**config.mk**
```make
export PLATFORM = sky130hd
export DESIGN_NAME = cpu_test_sequencer
export DESIGN_NICKNAME = d
export VERILOG_FILES = /design/src/rtl/cpu_test_sequencer.sv
export SDC_FILE = /design/constraint.sdc
export NUM_CORES = 2
export LEC_CHECK = 0
export CAP_MARGIN = 10
export CORE_MARGIN = 1
export CORE_UTILIZATION = 40
export DETAILED_ROUTE_END_ITERATION = 12
export HOLD_SLACK_MARGIN = 0.1
export MAX_ROUTING_LAYER = met4
export PLACE_DENSITY_LB_ADDON = 0.15
export SETUP_SLACK_MARGIN = 0.15
export SLEW_MARGIN = 30
export SYNTH_ARGS = -nofsm -noshare
export SYNTH_HDL_FRONTEND = slang
export SYNTH_SLANG_ARGS = --single-unit
```
**constraint.sdc**
```tcl
create_clock -name clk_i -period 14.5 [get_ports clk_i]
set_input_delay 2.9 -clock clk_i [delete_from_list [all_inputs] [get_ports clk_i]]
set_output_delay 2.9 -clock clk_i [all_outputs]
set_load 0.02 [all_outputs]
```
**src/rtl/cpu_test_sequencer.sv**
```systemverilog
// cpu_test_sequencer: streams an instruction image into the CPU, lets it run, then checks its results against a golden image
//
// Ports:
//   clk_i, reset_n                                 clock, synchronous active-low reset
//   cfg_we_i, cfg_sel_i, cfg_addr_i, cfg_wdata_i   image write port (sel 0 = instruction, 1 = golden), honoured in IDLE/DONE
//   run_cycles_i                                   cycles the CPU runs between end of load and first check
//   stop_on_err_i                                  end the check at the first mismatch
//   start_i                                        start request, ignored while busy
//   value_i                                        CPU result, valid one cycle after address/lane are presented
//   cpu_reset_o, instr_o, data_or_reg_o            CPU reset, instruction byte stream, register-read select
//   address_o, vout_addr_o                         CPU register and lane being read back
//   busy_o, done_o, pass_o                         sequence status
//   err_cnt_o, first_err_idx_o, first_err_val_o    mismatch count and first mismatch details
module cpu_test_sequencer #(
    parameter int DW        = 8,
    parameter int N_INSTR   = 256,
    parameter int N_PAT     = 64,
    parameter int LANES     = 4,
    parameter int ADDR_W    = 5,
    parameter int BASE_ADDR = 8,
    parameter int RUN_W     = 16,
    localparam int CFG_W    = $clog2(N_INSTR > N_PAT ? N_INSTR : N_PAT),
    localparam int LW       = LANES > 1 ? $clog2(LANES) : 1,
    localparam int EW       = $clog2(N_PAT + 1),
    localparam int PW       = N_PAT > 1 ? $clog2(N_PAT) : 1
) (
    input  logic              clk_i,
    input  logic              reset_n,
    input  logic              cfg_we_i,
    input  logic              cfg_sel_i,
    input  logic [CFG_W-1:0]  cfg_addr_i,
    input  logic [DW-1:0]     cfg_wdata_i,
    input  logic [RUN_W-1:0]  run_cycles_i,
    input  logic              stop_on_err_i,
    input  logic              start_i,
    input  logic [DW-1:0]     value_i,
    output logic              cpu_reset_o,
    output logic [DW-1:0]     instr_o,
    output logic              data_or_reg_o,
    output logic [ADDR_W-1:0] address_o,
    output logic [LW-1:0]     vout_addr_o,
    output logic              busy_o,
    output logic              done_o,
    output logic              pass_o,
    output logic [EW-1:0]     err_cnt_o,
    output logic [PW-1:0]     first_err_idx_o,
    output logic [DW-1:0]     first_err_val_o
);
    localparam int IW  = N_INSTR > 1 ? $clog2(N_INSTR) : 1;
    localparam int CW0 = RUN_W > IW ? RUN_W : IW;
    localparam int CW  = CW0 > EW ? CW0 : EW;

    typedef enum logic [2:0] {IDLE, CRST, LOAD, RUN, CHECK, DONE} state_t;

    state_t        state_q, state_d;
    logic [CW-1:0] cnt_q, cnt_d;
    logic [EW-1:0] err_q, err_d;
    logic [PW-1:0] fidx_q, fidx_d;
    logic [DW-1:0] fval_q, fval_d;
    logic          cpu_rst_q;
    logic [DW-1:0] instr_mem [N_INSTR];
    logic [DW-1:0] gold_mem [N_PAT];
    logic          cfg_ok, mismatch;
    logic [PW-1:0] pidx, cidx;

    assign cfg_ok = cfg_we_i && (state_q == IDLE || state_q == DONE);

    // Images have no reset so they survive a sequence abort.
    always_ff @(posedge clk_i) begin
        if (cfg_ok && !cfg_sel_i && 32'(cfg_addr_i) < N_INSTR)
            instr_mem[cfg_addr_i[IW-1:0]] <= cfg_wdata_i;
        if (cfg_ok && cfg_sel_i && 32'(cfg_addr_i) < N_PAT)
            gold_mem[cfg_addr_i[PW-1:0]] <= cfg_wdata_i;
    end

    // In CHECK, cnt_q is the pattern being presented and cnt_q-1 the one being compared.
    assign pidx     = (state_q == CHECK && 32'(cnt_q) < N_PAT) ? PW'(cnt_q) : '0;
    assign cidx     = PW'(cnt_q - 1'b1);
    assign mismatch = state_q == CHECK && cnt_q != '0 && value_i != gold_mem[cidx];

    always_comb begin
        state_d = state_q;
        cnt_d   = cnt_q + 1'b1;
        err_d   = err_q;
        fidx_d  = fidx_q;
        fval_d  = fval_q;
        case (state_q)
            IDLE, DONE: begin
                cnt_d = '0;
                if (start_i) begin
                    state_d = CRST;
                    err_d   = '0;
                    fidx_d  = '0;
                    fval_d  = '0;
                end
            end
            CRST: begin
                state_d = LOAD;
                cnt_d   = '0;
            end
            LOAD: if (cnt_q == CW'(N_INSTR - 1)) begin
                state_d = run_cycles_i == '0 ? CHECK : RUN;
                cnt_d   = '0;
            end
            RUN: if (cnt_q == CW'(run_cycles_i) - 1'b1) begin
                state_d = CHECK;
                cnt_d   = '0;
            end
            CHECK: begin
                if (mismatch) begin
                    err_d  = err_q + 1'b1;
                    fidx_d = err_q == '0 ? cidx : fidx_q;
                    fval_d = err_q == '0 ? value_i : fval_q;
                end
                if (cnt_q == CW'(N_PAT) || (mismatch && stop_on_err_i))
                    state_d = DONE;
            end
            default: state_d = IDLE;
        endcase
    end

    always_ff @(posedge clk_i) begin
        if (!reset_n) begin
            state_q   <= IDLE;
            cnt_q     <= '0;
            err_q     <= '0;
            fidx_q    <= '0;
            fval_q    <= '0;
            cpu_rst_q <= 1'b1;
        end else begin
            state_q   <= state_d;
            cnt_q     <= cnt_d;
            err_q     <= err_d;
            fidx_q    <= fidx_d;
            fval_q    <= fval_d;
            cpu_rst_q <= state_d == CRST;
        end
    end

    assign cpu_reset_o     = cpu_rst_q;
    assign instr_o         = state_q == LOAD ? instr_mem[cnt_q[IW-1:0]] : '0;
    assign data_or_reg_o   = 1'b1;
    assign address_o       = ADDR_W'(BASE_ADDR) + ADDR_W'(32'(pidx) / LANES);
    assign vout_addr_o     = LW'(LANES - 1) - LW'(32'(pidx) % LANES);
    assign busy_o          = state_q != IDLE && state_q != DONE;
    assign done_o          = state_q == DONE;
    assign pass_o          = state_q == DONE && err_q == '0;
    assign err_cnt_o       = err_q;
    assign first_err_idx_o = fidx_q;
    assign first_err_val_o = fval_q;
endmodule

```
After elaboration in Yosys (flattened, before gate mapping)
Memories as Yosys holds them, arrays and structs flattened. A register that Yosys moved wholly into a read port is not among the register bits.
Index checks and enable logic that the tools add are counted.
Storage, ports and cells
  bits in registers: 41
  bits in writable memories: 2560
  input bits: 46
  output and inout bits: 41
  logic and storage cells: 80
  memories: 2
Cells by class
  add/sub/neg operators: 6
  magnitude comparators: 2
  eq/ne operators: 14
  muxes and demuxes: 27
  reductions and logical operators: 23
Memory list
  instr_mem: depth 256, width 8, read ports 1, clocked after memory_dff 1, wr ports 1, RTL line 61  | logic [DW-1:0] instr_mem [N_INSTR];
  gold_mem: depth 64, width 8, read ports 1, clocked after memory_dff 0, wr ports 1, RTL line 62  | logic [DW-1:0] gold_mem [N_PAT];
Operator list (count)
  16-bit one-hot mux with 3 select lines: 1
  8-bit two-way mux: 5
  16-bit two-way mux: 2
  6-bit two-way mux: 4
  16-bit by 1-bit adder with 16-bit output, second input constant: 1
  16-bit == test: 1
  16-bit by 7-bit == test with 1-bit output, second input constant: 1
  16-bit by 8-bit == test with 1-bit output, second input constant: 1
  16-bit zero test: 1
  16-bit by 7-bit < comparator with 1-bit output, second input constant: 1
  8-bit one-hot mux with 2 select lines: 1
  16-bit nonzero test: 1
  16-bit by 1-bit subtractor with 16-bit output, second input constant: 1
  3-bit two-way mux: 5
  3-bit one-hot mux with 5 select lines: 1
  7-bit two-way mux: 2
  7-bit one-hot mux with 2 select lines: 1
  6-bit one-hot mux with 2 select lines: 1
  1-bit logical AND: 10
  8-bit by 7-bit < comparator with 1-bit output, second input constant: 1
  8-bit != test: 1
  7-bit by 1-bit adder with 7-bit output, second input constant: 1
  7-bit zero test: 1
  3-bit by 1-bit == test with 1-bit output, second input constant: 2
  other kinds (18): 25

Logic depth before layout (Yosys ltp)
An unclocked memory read counts as a cell.
  depth after elaboration: 9
  gate-level depth with buffers: 20

Worst setup path before layout
Ideal clock, no wire load.
  path type: reg2out
  start point: register, netlist name cnt_q[0]
  end point: output port instr_o[1]
  data arrival time: 3.845 ns
  data required time: 11.600 ns
  slack: 7.755 ns
  cell stages (with the launch flop): 17
  path buffers: 10
  cell sequence: dfxtp_1 > buf_4 > buf_8 > buf_8 > buf_12 > buf_8 > buf_8 > buf_6 > buf_2 > buf_2 > buf_2 > mux4_2 > mux4_2 > a211oi_1 > a21oi_1 > a21oi_1 > a21oi_1
RTL lines
  end, declared: RTL line 38  | output logic [DW-1:0] instr_o,

==> run summary <==
The async set or reset register ratio after synthesis came out at 0. The critical path is of the register to primary output type. After synthesis, the most frequently instantiated cells are edfxtp_1 (2560), mux4_2 (772), nor2_1 (394), nand2_1 (169), clkbuf_1 (152). Sorting the synthesized cells by area gives the leading types as edfxtp_1 (75%), mux4_2 (17%), nor2_1 (1.4%).

The placed instances occupy a cell area of 107000 µm². By instance count, the leading cell after synthesis is edfxtp_1. Setup violations remaining at the end of the flow were counted as 0. The achievable clock frequency was 0.102 GHz; the number of clock sinks seen by CTS was 2601.

The startpoint identified for the worst hold timing path is first_err_val_o[1]. The netlist area before placement was 102000 µm². The largest incremental delay on the critical path is 0.85 ns. Traced cell by cell, the critical path runs through buf_12 -> buf_4 -> mux4_2 -> mux4_2 -> mux4_2 -> nor2_1 -> a21oi_1 -> a21oi_1 -> a21oi_1 -> clkdlybuf4s50_1. The number of max-slew violations in the final report is 0, and the data required time of the worst path is 11.60 ns. In this run the worst hold path is classified as register to register. The minimum clock period came out at 9.77 ns.

The cell with the largest stage delay on the worst path was dfxtp_4. The buffers plus inverters on the worst setup path works out to 3. The first global-routing pass estimated 379 mm of wire. Grouping stages by cell kind, the critical path spends the most delay in buffers and inverters. In this run the mean area of a mapped cell was 21.8 µm². The final routed wire length divided by cell count works out to 31.3 µm. The number of global-route vias before repair is 49459. The logs give 297 for the CTS buffer count and 0 for the count of yosys warnings during synthesis.

The number of cells on the worst reg-to-reg path is 15. Dividing the detail-routed via count by the number of cells gives 5.67. Die boundary width: 507 µm. The tools report the die area as 257000 µm². The startpoint of the worst setup timing path is cnt_q[0]. Relative to the synthesized area, the layout overhead comes to 14.1%.

The setup TNS was 0 ns. The tools report the placed instance count as 7962. TritonCTS built the clock tree. The synthesized net count was 4723; the post-layout utilization of the core was 0.459.

The worst-skew pair later-pin latency was 0.95 ns; the actual slew at the worst max-slew pin was 1.05 ns. For the starting density of the core, the log shows 0.402. Excluding fillers, the count of instances in the completed layout stands at 8493. For flop-to-flop paths, the worst setup slack is 7.11 ns.

Entering global routing, the biggest net connects 201 pins. The number of DRC violations after detailed routing is 0, and the total via count in the routed design is 48157. The number of antenna violations at the first check in global routing was 16; the fraction of the yosys area taken by sequential cells was 0.761. After clock tree synthesis, the setup repair step added 0 buffers. The run gives 0.799 as the placer congestion estimate. In this run the tool buffered the top-level ports with 85 buffer cells. The logs give 0.297 for the relative slew slack and 5 for the number of iterations in the first detailed-routing pass. The share of the cycle needed by the critical path after routing is 0.674. The worst setup path is launched from a register. Buffers inserted to repair hold after CTS numbered 0. The share of post-route cells with drive strength above 1 is 0.274, and the highest net fanout along the worst path is 94. The net total in the final layout is 4951, and the total count of hold-check failures in the final report is 0.

The chip height is 507 µm, and the area of the core is 254000 µm². The startpoint identified for the worst register-to-register timing path is cnt_q[1]. The global route total overflow came out at 0.

Once layout is done, the placed cells without fillers occupy 116000 µm². The critical path depth in cells is 10. Setup repair after global routing left no endpoint under its margin. The HPWL after detailed placement is 160 mm. Clock-pin slew was measured on the worst setup and hold paths at 0.06 ns. The most used flip-flop cell after synthesis is edfxtp_1. The tools report the floorplan row count as 185. During I/O placement, the number of pins put on the boundary was 87. The filler cell count in the final layout is 21077.

For the number of max-cap violations, the log shows 0. CTS built an H-tree with a depth of 5. Gates resized during post-CTS repair numbered 0.

Number of enable flip-flop cells after synthesis: 2560. Endpoint of the worst register-to-register path: err_cnt_o[6]. In the synthesized netlist, the number of instances is 4672. Library cell with the largest summed area after synthesis: edfxtp_1. The total of flip-flops plus latches after synthesis was 2601; the area share of the largest cell type after synthesis was 0.753. The logs give 4 for the buffer levels on the longest clock path and 71 for the number of distinct library cells after synthesis. The number of nets with antenna violations after detailed routing came out at 0.

The critical path endpoint category was a primary output. Dividing total power by cell area gives a power density of 136 nW/µm². Wires add up to 266 mm.

For this design the static power due to leakage is 34.4 nW. The worst-case clock skew was 0.0562 ns; the count of routing violations after the opening detailed-route iteration was 5031. The run finished with clean final reports.

For the worst setup path, the data arrival time is 6.87 ns. Worst hold endpoint: first_err_val_o[1]. The instance count along the most critical hold path is 2, and the aggregate global-route resource usage is 0.214. VDD sags by at most 0.128 mV. The tools report the root buffer cell as clkbuf_16.
-- worst reg2reg max path: cells and delay by family, from the launching register on --
kind / cells / cell delay [ns]
DFF: 1 / 0.71
AOI/OAI and AO/OA: 4 / 1.36
and+or+nand+nor: 3 / 1.07
adders and majority gates: 1 / 0.90
buffers and inverters: 4 / 2.49
muxes: 3 / 0.78
-- how the worst max path moves through the flow --
stage | to | slack, ns
6_report | instr_o[1] | 4.73
2_1_floorplan | instr_o[1] | 7.75
3_3_place_gp | instr_o[1] | 5.45
3_5_place_dp | instr_o[1] | 5.48
5_1_grt | instr_o[1] | 4.41
4_1_cts | instr_o[1] | 4.48
-- logic make-up after synthesis --
| group | synth area share |
|---|---|
| AND/OR/NAND/NOR | 0.0307 |
| multiplexers | 0.179 |
| adder cells (fa/ha/maj) | 0.000613 |
| flip-flops | 0.761 |
| other | 0.0000367 |
| buffers and inverters | 0.0127 |
| AO/OA/AOI/OAI | 0.0106 |
| XOR/XNOR | 0.00539 |
-- through the flow --
| step | setup slack, ns | hold slack [ns] | total power, W |
|---|---|---|---|
| floorplan | 7.75 | 0.521 | 0.00867 |
| global route | 4.41 | 0.461 | 0.0163 |
| finish | 4.73 | 0.446 | 0.0159 |
| detailed placement | 5.48 | 0.441 | 0.00893 |
| global placement | 5.45 | 0.439 | 0.00892 |
| CTS | 4.48 | 0.450 | 0.0160 |
-- power by group --
| group | total [W] | internal [W] | leakage, nW | switching [W] |
|---|---|---|---|---|
| logic | 0.000504 | 0.000173 | 6.61 | 0.000331 |
| registers | 0.00826 | 0.00826 | 23.3 | 0.00000617 |
| clock network | 0.00711 | 0.00417 | 4.44 | 0.00294 |
-- sequential cells by signal, summed over array words and instances, names as in the netlist --
register	count
cnt_q	16
cpu_reset_o	1
err_cnt_o	7
first_err_idx_o	6
first_err_val_o	8
gold_mem	512
instr_mem	2048
state_q	3
-- layout by cell type (no fill, tap or decap), types with 10 or more instances in the layout --
cell,instances
xnor2_1,32
o21ai_1,11
nor3_1,16
clkbuf_16,305
xor2_1,27
mux4_2,772
a221oi_1,10
bufinv_16,18
nor4_1,10
diode_2,14
dfxtp_1,35
buf_12,13
nor2b_1,17
nand3_1,35
nand4_1,21
mux4_1,12
clkinv_1,54
clkinv_2,48
inv_1,15
nand2b_1,10
buf_4,87
a21boi_0,11
edfxtp_1,2560
mux2i_1,49
clkbuf_1,65
nor2_1,315
clkdlybuf4s50_1,77
o21ai_0,20
nand2_1,166
nor2_2,78
a21oi_1,30
a31oi_1,10
-- layout make-up --
| cell class | count | area, µm² | share of cell area |
|---|---|---|---|
| repair buffers | 194 | 1970 | 0.0169 |
| multi-input cells | 1789 | 23400 | 0.201 |
| well taps | 3366 | 4210 | 0.0362 |
| diodes | 14 | 35.0 | 0.000301 |
| inverters | 17 | 63.8 | 0.000548 |
| flip-flops and latches | 2601 | 77700 | 0.667 |
| clock buffers | 372 | 7900 | 0.0679 |
| clock inverters | 140 | 1170 | 0.0100 |
-- routing by layer --
metal,global-route usage,up-vias,wire length [µm]
li1,-,20021,-
met1,0.289,26227,114000
met2,0.334,1555,129000
met3,0.0429,354,16300
met4,0.0543,0,6110
met5,-,-,0
Note: power is estimated with default switching activity, not from simulation.
